===== src/rtl/bcd_down_counter.sv =====
// Cascadable multi-digit BCD down counter (74-series style: CLR, LOAD, ENP/ENT, BO).
// Latency: load/count take effect on the next CLK edge; CLR clears Q immediately; BO is combinational.
// Backpressure: none; ENP/ENT gate the count and BO feeds the next stage's ENT.
// Optional: define BCD_DOWN_HOLD_AT_ZERO_EN for one-shot mode (Q sticks at zero instead of wrapping).
module bcd_down_counter #(
    parameter int DIGITS = 2
) (
    input  logic                  CLK,
    input  logic                  CLR,
    input  logic                  LOAD,
    input  logic [4*DIGITS-1:0]   D,
    input  logic                  ENP,
    input  logic                  ENT,
    output logic [4*DIGITS-1:0]   Q,
    output logic                  BO
);

    logic [4*DIGITS-1:0] q_q;
    logic [4*DIGITS-1:0] q_d;
    logic [4*DIGITS-1:0] dec_val;
    logic [DIGITS:0]     zero_below;
    logic                all_zero;

    assign zero_below[0] = 1'b1;

    // A digit decrements only when every lower digit is zero; invalid codes snap to 9 and do not borrow.
    for (genvar k = 0; k < DIGITS; k++) begin : g_digit
        logic [3:0] digit;
        logic [3:0] digit_dec;

        assign digit           = q_q[4*k +: 4];
        assign digit_dec       = (digit == 4'd0 || digit > 4'd9) ? 4'd9 : digit - 4'd1;
        assign dec_val[4*k +: 4] = zero_below[k] ? digit_dec : digit;
        assign zero_below[k+1] = zero_below[k] & (digit == 4'd0);
    end

    assign all_zero = zero_below[DIGITS];

    always_comb begin
        q_d = q_q;
        if (!LOAD) begin
            q_d = D;
        end else if (ENP && ENT) begin
`ifdef BCD_DOWN_HOLD_AT_ZERO_EN
            if (!all_zero) begin
                q_d = dec_val;
            end
`else
            q_d = dec_val;
`endif
        end
    end

    always_ff @(posedge CLK or negedge CLR) begin
        if (!CLR) begin
            q_q <= '0;
        end else begin
            q_q <= q_d;
        end
    end

    assign Q  = q_q;
    assign BO = ENT & all_zero;

endmodule

===== config.mk =====
export PLATFORM = sky130hd
export DESIGN_NAME = bcd_down_counter
export DESIGN_NICKNAME = d
export VERILOG_FILES = /design/src/rtl/bcd_down_counter.sv
export SDC_FILE = /design/constraint.sdc
export NUM_CORES = 1
export LEC_CHECK = 0
export CORE_AREA = 3 3 42 44
export CTS_CLUSTER_SIZE = 20
export DETAILED_ROUTE_END_ITERATION = 8
export DIE_AREA = 0 0 45 47
export PLACE_DENSITY_LB_ADDON = 0.08
export SYNTH_ARGS = -nofsm -noshare
export SYNTH_HDL_FRONTEND = slang
export SYNTH_SLANG_ARGS = --single-unit

===== constraint.sdc =====
create_clock -name CLK -period 2 [get_ports CLK]
set_clock_uncertainty 0.15 [all_clocks]
set_input_delay 0.2 -clock CLK [delete_from_list [all_inputs] [get_ports CLK]]
set_output_delay 0.2 -clock CLK [all_outputs]
set_load 0.02 [all_outputs]

==> metrics.txt, run 1 <==
# TYPE chip_impl_metric gauge
chip_impl_metric{name="cts_buffer_depth",unit=""} 2
chip_impl_metric{name="synth_sequential_area_ratio",unit=""} 0.333
chip_impl_metric{name="initial_utilization",unit=""} 0.408
chip_impl_metric{name="pwr_density_cell",unit="nW/µm²"} 573
chip_impl_info{name="critical-path-slowest-cell",value="sky130_fd_sc_hd__dfrtp_1"} 1
chip_impl_metric{name="chipWidth",unit="µm"} 45
chip_impl_metric{name="number_of_flip_flops_under_the_largest_register_name",unit=""} 8
chip_impl_metric{name="ioPinCount",unit=""} 22
chip_impl_info{name="worstHoldPathType",value="in -> async"} 1
chip_impl_info{name="nature_of_the_critical_path_startpoint",value="flip-flop"} 1
chip_impl_info{name="status",value="finished clean"} 1
chip_impl_info{name="cp-end-kind",value="flip-flop"} 1
chip_impl_metric{name="final_hold_viol_count",unit=""} 0
chip_impl_metric{name="critical-path-max-stage-delay",unit="ns"} 0.39
chip_impl_metric{name="synth_area_per_cell",unit="µm²"} 8.46
chip_impl_metric{name="fin_hold_ws",unit="ns"} 0.0855
chip_impl_metric{name="p_leak",unit="nW"} 0.408
chip_impl_info{name="clock_tree_from_tritoncts",value="yes"} 1
chip_impl_metric{name="synthesis.nets",unit=""} 88
chip_impl_metric{name="firstDrtPassIters",unit=""} 4
chip_impl_metric{name="first_pass_grt_wire_length",unit="mm"} 2.53
chip_impl_metric{name="final_layout_size_suffix_gt1_frac",unit=""} 0.186
chip_impl_metric{name="cp_data_arrival_time",unit="ns"} 1.85
chip_impl_metric{name="worst-r2r-cell-count",unit=""} 7
chip_impl_metric{name="detail-route-antenna-nets",unit=""} 0
chip_impl_metric{name="io_buffer_count",unit=""} 21
chip_impl_metric{name="cts-hold-fix-buffers",unit=""} 0
chip_impl_metric{name="worst_pin_slew",unit="ns"} 0.354
chip_impl_metric{name="antenna_cells_inserted",unit=""} 0
chip_impl_metric{name="detailed_place.area",unit="µm²"} 886
chip_impl_metric{name="place_hpwl",unit="mm"} 1.18
chip_impl_metric{name="areaGrowthSynthToFinish",unit="%"} 50.4
chip_impl_metric{name="antenna_found_initial",unit=""} 0
chip_impl_metric{name="cts-htree-levels",unit=""} 1
chip_impl_metric{name="r2r_setup_slack",unit="ns"} 0.17
chip_impl_metric{name="fmax",unit="GHz"} 0.546
chip_impl_metric{name="detail_route.wl_per_cell",unit="µm"} 12.6
chip_impl_metric{name="pwr-share-seq",unit=""} 0.368
chip_impl_metric{name="finalCoreUtilization",unit=""} 0.614
chip_impl_metric{name="final-max-slew-violation-count",unit=""} 0
chip_impl_metric{name="clock_insertion_delay_worst_skew",unit="ns"} 0.25
chip_impl_metric{name="switching_share",unit=""} 0.321
chip_impl_metric{name="num-nets-final",unit=""} 121
chip_impl_metric{name="vias_per_cell",unit=""} 5.22
chip_impl_metric{name="detailedRoute.firstIterationViolations",unit=""} 15
chip_impl_metric{name="grt_usage",unit=""} 0.159
chip_impl_metric{name="critPathRequiredTime",unit="ns"} 2.02
chip_impl_metric{name="number_of_standard_cell_rows_in_the_floorplan",unit=""} 14
chip_impl_metric{name="grt_pass1_vias",unit=""} 582
chip_impl_metric{name="report.final.setup_viol",unit=""} 0
chip_impl_metric{name="gp_routability_congestion",unit=""} 0.743
chip_impl_metric{name="detail_route.drc_violations",unit=""} 0
chip_impl_metric{name="placeableCoreArea",unit="µm²"} 1470
chip_impl_metric{name="fin_tns_setup",unit="ns"} 0
chip_impl_metric{name="final_min_period_over_clock_period",unit=""} 0.915
chip_impl_metric{name="count_of_yosys_warnings_during_synthesis",unit=""} 0
chip_impl_info{name="clock_tree.root_cell",value="sky130_fd_sc_hd__clkbuf_4"} 1
chip_impl_info{name="setup_repair_after_global_routing_missed_its_margin",value="no"} 1
chip_impl_metric{name="chipHeight",unit="µm"} 47
chip_impl_metric{name="totalWireLength",unit="mm"} 1.48
chip_impl_info{name="worstReg2RegEnd",value="Q[5]"} 1
chip_impl_metric{name="synth.ff_latch_count",unit=""} 8
chip_impl_metric{name="synthesis.area",unit="µm²"} 601
chip_impl_info{name="timing.setup.critical_path_class",value="reg -> reg"} 1
chip_impl_metric{name="clock_sink_count",unit=""} 8
chip_impl_metric{name="synth.lib_cells_used.distinct",unit=""} 34
chip_impl_metric{name="drv.max_cap_violation_count",unit=""} 0
chip_impl_metric{name="post_cts.repair.setup_buffers",unit=""} 0
chip_impl_metric{name="critical_path_peak_fanout",unit=""} 5
chip_impl_metric{name="power.total",unit="W"} 0.000518
chip_impl_metric{name="cts_inserted_buffers",unit=""} 3
chip_impl_metric{name="internal-power",unit="W"} 0.000351
chip_impl_metric{name="num_vias",unit=""} 616
chip_impl_metric{name="fin_crit",unit="ns"} 1.83
chip_impl_metric{name="share_clk_of_total_power",unit=""} 0.247
chip_impl_metric{name="p_sw",unit="W"} 0.000166
chip_impl_metric{name="die_area",unit="µm²"} 2120
chip_impl_metric{name="post-route-cell-area",unit="µm²"} 903
chip_impl_metric{name="path_clk_slew",unit="ns"} 0.06
chip_impl_metric{name="synthCells",unit=""} 71
chip_impl_info{name="cp_cell_sequence",value="inv_1 -> ha_1 -> and4bb_1 -> buf_4 -> nand2_2 -> or3_1 -> a31oi_1"} 1
chip_impl_metric{name="vdd.ir_drop.worst",unit="V"} 0.000453
chip_impl_metric{name="combPwrFrac",unit=""} 0.385
chip_impl_metric{name="grt_start_max_net_pins",unit=""} 18
chip_impl_metric{name="global_route.overflow_total",unit=""} 0
chip_impl_metric{name="timing.max_slew.rel_slack",unit=""} 0.758
chip_impl_info{name="worstReg2RegStart",value="Q[0]"} 1
[synthesized netlist by cell type]
library cell | instances | share of area
sky130_fd_sc_hd__a32oi_1 | 1 | 0.015
sky130_fd_sc_hd__nor2_1 | 10 | 0.063
sky130_fd_sc_hd__ha_1 | 4 | 0.083
sky130_fd_sc_hd__nor2b_1 | 1 | 0.010
sky130_fd_sc_hd__nand2b_1 | 1 | 0.010
sky130_fd_sc_hd__and2_1 | 1 | 0.010
sky130_fd_sc_hd__nor3b_1 | 1 | 0.013
sky130_fd_sc_hd__a2111oi_0 | 2 | 0.029
sky130_fd_sc_hd__o221ai_1 | 2 | 0.029
sky130_fd_sc_hd__and4bb_1 | 1 | 0.021
sky130_fd_sc_hd__o21bai_1 | 1 | 0.013
sky130_fd_sc_hd__inv_1 | 6 | 0.037
sky130_fd_sc_hd__nand4_1 | 1 | 0.010
sky130_fd_sc_hd__o21ai_1 | 2 | 0.017
sky130_fd_sc_hd__and2b_2 | 1 | 0.015
sky130_fd_sc_hd__nand3_1 | 2 | 0.017
sky130_fd_sc_hd__o21ai_0 | 1 | 0.0083
sky130_fd_sc_hd__or3_1 | 1 | 0.010
sky130_fd_sc_hd__nand2_2 | 1 | 0.010
sky130_fd_sc_hd__a21oi_1 | 3 | 0.025
sky130_fd_sc_hd__clkbuf_1 | 1 | 0.0062
sky130_fd_sc_hd__o22ai_1 | 1 | 0.010
sky130_fd_sc_hd__a311oi_1 | 2 | 0.029
sky130_fd_sc_hd__o22a_2 | 1 | 0.017
sky130_fd_sc_hd__nor3_1 | 3 | 0.025
sky130_fd_sc_hd__buf_4 | 1 | 0.013
sky130_fd_sc_hd__o2111a_1 | 1 | 0.019
sky130_fd_sc_hd__a31oi_1 | 2 | 0.021
sky130_fd_sc_hd__dfrtp_1 | 8 | 0.33
sky130_fd_sc_hd__nand2_1 | 4 | 0.025
sky130_fd_sc_hd__nand3b_1 | 1 | 0.013
sky130_fd_sc_hd__buf_2 | 1 | 0.0083
sky130_fd_sc_hd__buf_6 | 1 | 0.019
sky130_fd_sc_hd__and3b_2 | 1 | 0.017
[cell families after synthesis]
family | after synthesis | synth area share
compound gates | 19 | 0.231
fa+ha+maj | 4 | 0.0833
buf+inv | 10 | 0.0833
flops | 8 | 0.333
simple gates | 30 | 0.269
[stage by stage]
| step | std cells | worst slack, ns |
|---|---|---|
| 6_report | 118 | 0.170 |
| 5_1_grt | 118 | 0.0482 |
| 4_1_cts | 118 | 0.0288 |
| 2_1_floorplan | 71 | 0.110 |
| 3_5_place_dp | 115 | -0.0297 |
| 3_3_place_gp | 115 | -0.0202 |
[worst max-delay path, delay by kind of cell (launching register included)]
kind	cells	cell delay, ns
and+or+nand+nor	3	0.67
DFF	1	0.39
buffers and inverters	2	0.21
adders and majority gates	1	0.17
AOI/OAI and AO/OA	1	0.17
[how the worst max path moves through the flow]
stage	startpoint	endpoint	slack [ns]	cells after the start
after global routing	Q[0]	Q[5]	0.05	7
after detailed placement	ENT	BO	-0.03	4
after CTS	Q[0]	BO	0.03	5
after global placement	ENT	BO	-0.02	4
final	Q[0]	Q[5]	0.17	7
after floorplan	Q[4]	Q[5]	0.11	6
[timing repair]
| action | 4_1_cts | 5_1_grt |
|---|---|---|
| gates resized for setup | 1 | 2 |
| endpoints found under the setup margin | 1 | 1 |
| hold endpoints to repair | 0 | 0 |
[area by class of cell]
type,count,area (µm²)
tap,16,20.0
multi-input combinational,53,350
fill,135,568
sequential,8,200
inverter,6,22.5
timing repair buffer,32,288
clock buffer,3,22.5
[power by group through the flow]
| stage | combinational (W) | sequential, W | clock, W |
|---|---|---|---|
| final | 0.000199 | 0.000191 | 0.000128 |
| after detailed placement | 0.000200 | 0.000193 | 0 |
| after global placement | 0.000197 | 0.000193 | 0 |
| after CTS | 0.000201 | 0.000190 | 0.000130 |
| after floorplan | 0.0000740 | 0.000219 | 0 |
| after global routing | 0.000220 | 0.000193 | 0.000134 |
[per-layer routing]
layer	track usage	wire length (µm)	vias to the layer above
met5	0	0	-
met4	0.0234	0	0
met3	0.0345	91	0
met2	0.254	691	17
met1	0.225	701	275
li1	-	-	324
[placed cells by master (no fill, tap or decap), types with 3 or more instances in the layout]
| cell | netlist | layout |
|---|---|---|
| sky130_fd_sc_hd__a21oi_1 | 3 | 3 |
| sky130_fd_sc_hd__buf_4 | 1 | 11 |
| sky130_fd_sc_hd__clkbuf_4 | 0 | 3 |
| sky130_fd_sc_hd__clkdlybuf4s50_1 | 0 | 20 |
| sky130_fd_sc_hd__dfrtp_1 | 8 | 8 |
| sky130_fd_sc_hd__ha_1 | 4 | 4 |
| sky130_fd_sc_hd__inv_1 | 6 | 6 |
| sky130_fd_sc_hd__nand2_1 | 4 | 4 |
| sky130_fd_sc_hd__nor2_1 | 10 | 10 |
| sky130_fd_sc_hd__nor3_1 | 3 | 3 |
No activity file was read; power rests on OpenSTA's default activity.
==> run 2: changes to the inputs <==
--- a/config.mk
+++ b/config.mk
@@ -10,6 +10,7 @@
 export DETAILED_ROUTE_END_ITERATION = 8
 export DIE_AREA = 0 0 45 47
 export PLACE_DENSITY_LB_ADDON = 0.08
+export SETUP_SLACK_MARGIN = 0.15
 export SYNTH_ARGS = -nofsm -noshare
 export SYNTH_HDL_FRONTEND = slang
 export SYNTH_SLANG_ARGS = --single-unit
==> run 2 against run 1 <==
Net effect: sequential share of layout area increased by 0.25 points; critical path depth decreased by 2; first-iteration DRC count decreased by 47%; fmax increased by 1.6%; count of clock-buffer cells in the layout increased by 1; clock power increased by 9%; sequential power about the same; setup slack improved by 0.028 ns; sequential cell count unchanged; design area increased by 0.14%.
==> metrics.txt, run 2 (synthesis gave the netlist of run 1 again) <==
# TYPE chip_impl_metric gauge
chip_impl_info{name="status",value="finished clean"} 1
chip_impl_metric{name="worst-path-stages",unit=""} 5
chip_impl_metric{name="cp_num_buf_inv",unit=""} 2
chip_impl_metric{name="drv.max_cap_violation_count",unit=""} 0
chip_impl_info{name="timing.setup.critical_path_class",value="reg -> out"} 1
chip_impl_metric{name="io_buffer_count",unit=""} 21
chip_impl_metric{name="antenna_found_initial",unit=""} 0
chip_impl_info{name="path_delay_family",value="simple AND/OR/NAND/NOR gates"} 1
chip_impl_metric{name="final_layout_size_suffix_gt1_frac",unit=""} 0.218
chip_impl_metric{name="placeableCoreArea",unit="µm²"} 1470
chip_impl_metric{name="fin_tns_setup",unit="ns"} 0
chip_impl_metric{name="vdd.ir_drop.worst",unit="V"} 0.000543
chip_impl_info{name="clock_tree.root_cell",value="sky130_fd_sc_hd__clkbuf_4"} 1
chip_impl_metric{name="grt_pass1_vias",unit=""} 571
chip_impl_info{name="clock_tree_from_tritoncts",value="yes"} 1
chip_impl_metric{name="first_pass_grt_wire_length",unit="mm"} 2.34
chip_impl_info{name="setup_repair_after_global_routing_missed_its_margin",value="yes"} 1
chip_impl_metric{name="num_vias",unit=""} 615
chip_impl_metric{name="critical_path_peak_fanout",unit=""} 3
chip_impl_info{name="most-common-layout-cells",value="sky130_fd_sc_hd__clkdlybuf4s50_1 (20), sky130_fd_sc_hd__nor2_1 (10), sky130_fd_sc_hd__buf_4 (9), sky130_fd_sc_hd__dfrtp_1 (6)"} 1
chip_impl_metric{name="grt_usage",unit=""} 0.153
chip_impl_info{name="nature_of_the_critical_path_startpoint",value="flip-flop"} 1
chip_impl_metric{name="number_of_standard_cell_rows_in_the_floorplan",unit=""} 14
chip_impl_info{name="layout_commonest_cell",value="sky130_fd_sc_hd__clkdlybuf4s50_1"} 1
chip_impl_metric{name="final_min_period_over_clock_period",unit=""} 0.901
chip_impl_metric{name="die_area",unit="µm²"} 2120
chip_impl_metric{name="timing.max_slew.rel_slack",unit=""} 0.745
chip_impl_metric{name="global_route.overflow_total",unit=""} 0
chip_impl_metric{name="r2r_setup_slack",unit="ns"} 0.24
chip_impl_metric{name="grt_start_max_net_pins",unit=""} 18
chip_impl_metric{name="detailedRoute.firstIterationViolations",unit=""} 8
chip_impl_metric{name="final_hold_viol_count",unit=""} 0
chip_impl_metric{name="ioPinCount",unit=""} 22
chip_impl_metric{name="power.total",unit="W"} 0.000528
chip_impl_info{name="cp-end-kind",value="output port"} 1
chip_impl_metric{name="chipHeight",unit="µm"} 47
chip_impl_metric{name="worst-r2r-cell-count",unit=""} 6
chip_impl_metric{name="post_cts.repair.setup_buffers",unit=""} 0
chip_impl_metric{name="place_hpwl",unit="mm"} 1.14
chip_impl_metric{name="fin_crit",unit="ns"} 1.80
chip_impl_metric{name="worst_pin_slew",unit="ns"} 0.373
chip_impl_metric{name="critPathRequiredTime",unit="ns"} 1.65
chip_impl_metric{name="cts_buffer_depth",unit=""} 2
chip_impl_info{name="critical-path-slowest-cell",value="sky130_fd_sc_hd__dfrtp_1"} 1
chip_impl_metric{name="detail_route.drc_violations",unit=""} 0
chip_impl_metric{name="clock_insertion_delay_worst_skew",unit="ns"} 0.26
chip_impl_metric{name="detail_route.wl_per_cell",unit="µm"} 12.3
chip_impl_metric{name="cp_data_arrival_time",unit="ns"} 1.45
chip_impl_metric{name="areaGrowthSynthToFinish",unit="%"} 50.6
chip_impl_metric{name="detail-route-antenna-nets",unit=""} 0
chip_impl_metric{name="clock_sink_count",unit=""} 8
chip_impl_metric{name="antenna_cells_inserted",unit=""} 0
chip_impl_metric{name="chipWidth",unit="µm"} 45
chip_impl_metric{name="number_of_flip_flops_under_the_largest_register_name",unit=""} 8
chip_impl_metric{name="report.final.setup_viol",unit=""} 0
chip_impl_metric{name="pwr_density_cell",unit="nW/µm²"} 584
chip_impl_metric{name="vias_per_cell",unit=""} 5.26
chip_impl_metric{name="fmax",unit="GHz"} 0.555
chip_impl_info{name="cp_cell_sequence",value="inv_2 -> ha_2 -> and4bb_1 -> and3b_2 -> buf_6"} 1
chip_impl_metric{name="critical-path-max-stage-delay",unit="ns"} 0.39
chip_impl_metric{name="firstDrtPassIters",unit=""} 4
chip_impl_metric{name="cts_inserted_buffers",unit=""} 3
chip_impl_metric{name="final-max-slew-violation-count",unit=""} 0
chip_impl_metric{name="final.fill_count",unit=""} 138
chip_impl_metric{name="gp_routability_congestion",unit=""} 0.749
chip_impl_metric{name="initial_utilization",unit=""} 0.408
chip_impl_metric{name="p_leak",unit="nW"} 0.395
chip_impl_metric{name="path_clk_slew",unit="ns"} 0.06
chip_impl_metric{name="totalWireLength",unit="mm"} 1.44
chip_impl_metric{name="cts-htree-levels",unit=""} 1
chip_impl_info{name="worstHoldPathType",value="in -> async"} 1
chip_impl_metric{name="num-nets-final",unit=""} 119
## run 2: cell types whose count changed in the layout (fill, tap and decap cells not counted)
cell	previous run	this run
sky130_fd_sc_hd__ha_1	4	3
sky130_fd_sc_hd__ha_2	0	1
sky130_fd_sc_hd__clkbuf_2	1	0
sky130_fd_sc_hd__clkbuf_1	0	1
sky130_fd_sc_hd__a2111oi_1	0	1
sky130_fd_sc_hd__dfrtp_2	0	2
sky130_fd_sc_hd__inv_1	6	4
sky130_fd_sc_hd__buf_6	0	1
sky130_fd_sc_hd__a2111oi_0	2	1
sky130_fd_sc_hd__dfrtp_1	8	6
sky130_fd_sc_hd__buf_4	11	9
sky130_fd_sc_hd__inv_2	0	2
## run 2: area by class of cell
class | instances | area (µm²) | area share
Clock buffer | 4 | 26.3 | 0.0290
Sequential cell | 8 | 203 | 0.224
Multi-Input combinational cell | 53 | 354 | 0.391
Timing Repair Buffer | 30 | 279 | 0.308
Inverter | 6 | 22.5 | 0.0249
Tap cell | 16 | 20.0 | 0.0221
## run 2: final timing paths
kind | startpoint | to
min | CLR | Q[3]
min reg2reg | Q[0] | Q[0]
max reg2reg | Q[5] | Q[5]
min in group CLK | D[7] | Q[7]
max in group asynchronous | CLR | Q[5]
max | Q[0] | BO
## run 2: report_power, final
group          leakage (nW)  internal [W]  switching (W)
Clock                0.0150     0.0000768      0.0000626
Combinational         0.289      0.000103      0.0000928
Sequential           0.0902      0.000179      0.0000145
Total                 0.395      0.000358       0.000170
## run 2: routing by layer
metal | GRT usage | part of all wire | vias up
met2 | 0.243 | 0.45 | 19
met1 | 0.197 | 0.47 | 277
met5 | 0 | 0 | -
li1 | - | - | 319
met4 | 0.0175 | 0 | 0
met3 | 0.0728 | 0.078 | 0
## run 2: metrics by stage
step / hold WS (ns) / worst slack, ns / cell area, µm² / utilization / instances
6_report: 0.0708 / 0.198 / 905 / 0.615 / 117
5_1_grt: 0.0744 / 0.131 / 905 / 0.615 / 117
4_1_cts: 0.0791 / 0.154 / 895 / 0.608 / 117
2_1_floorplan: -0.246 / 0.184 / 603 / - / 71
3_3_place_gp: 0.358 / -0.0650 / 873 / 0.594 / 113
3_5_place_dp: 0.359 / -0.0644 / 873 / 0.594 / 113
## run 2: timing repair
action	in CTS	in global routing
pin swaps	0	1
hold buffers	0	0
resized for setup	4	6
endpoints found under the setup margin	1	2
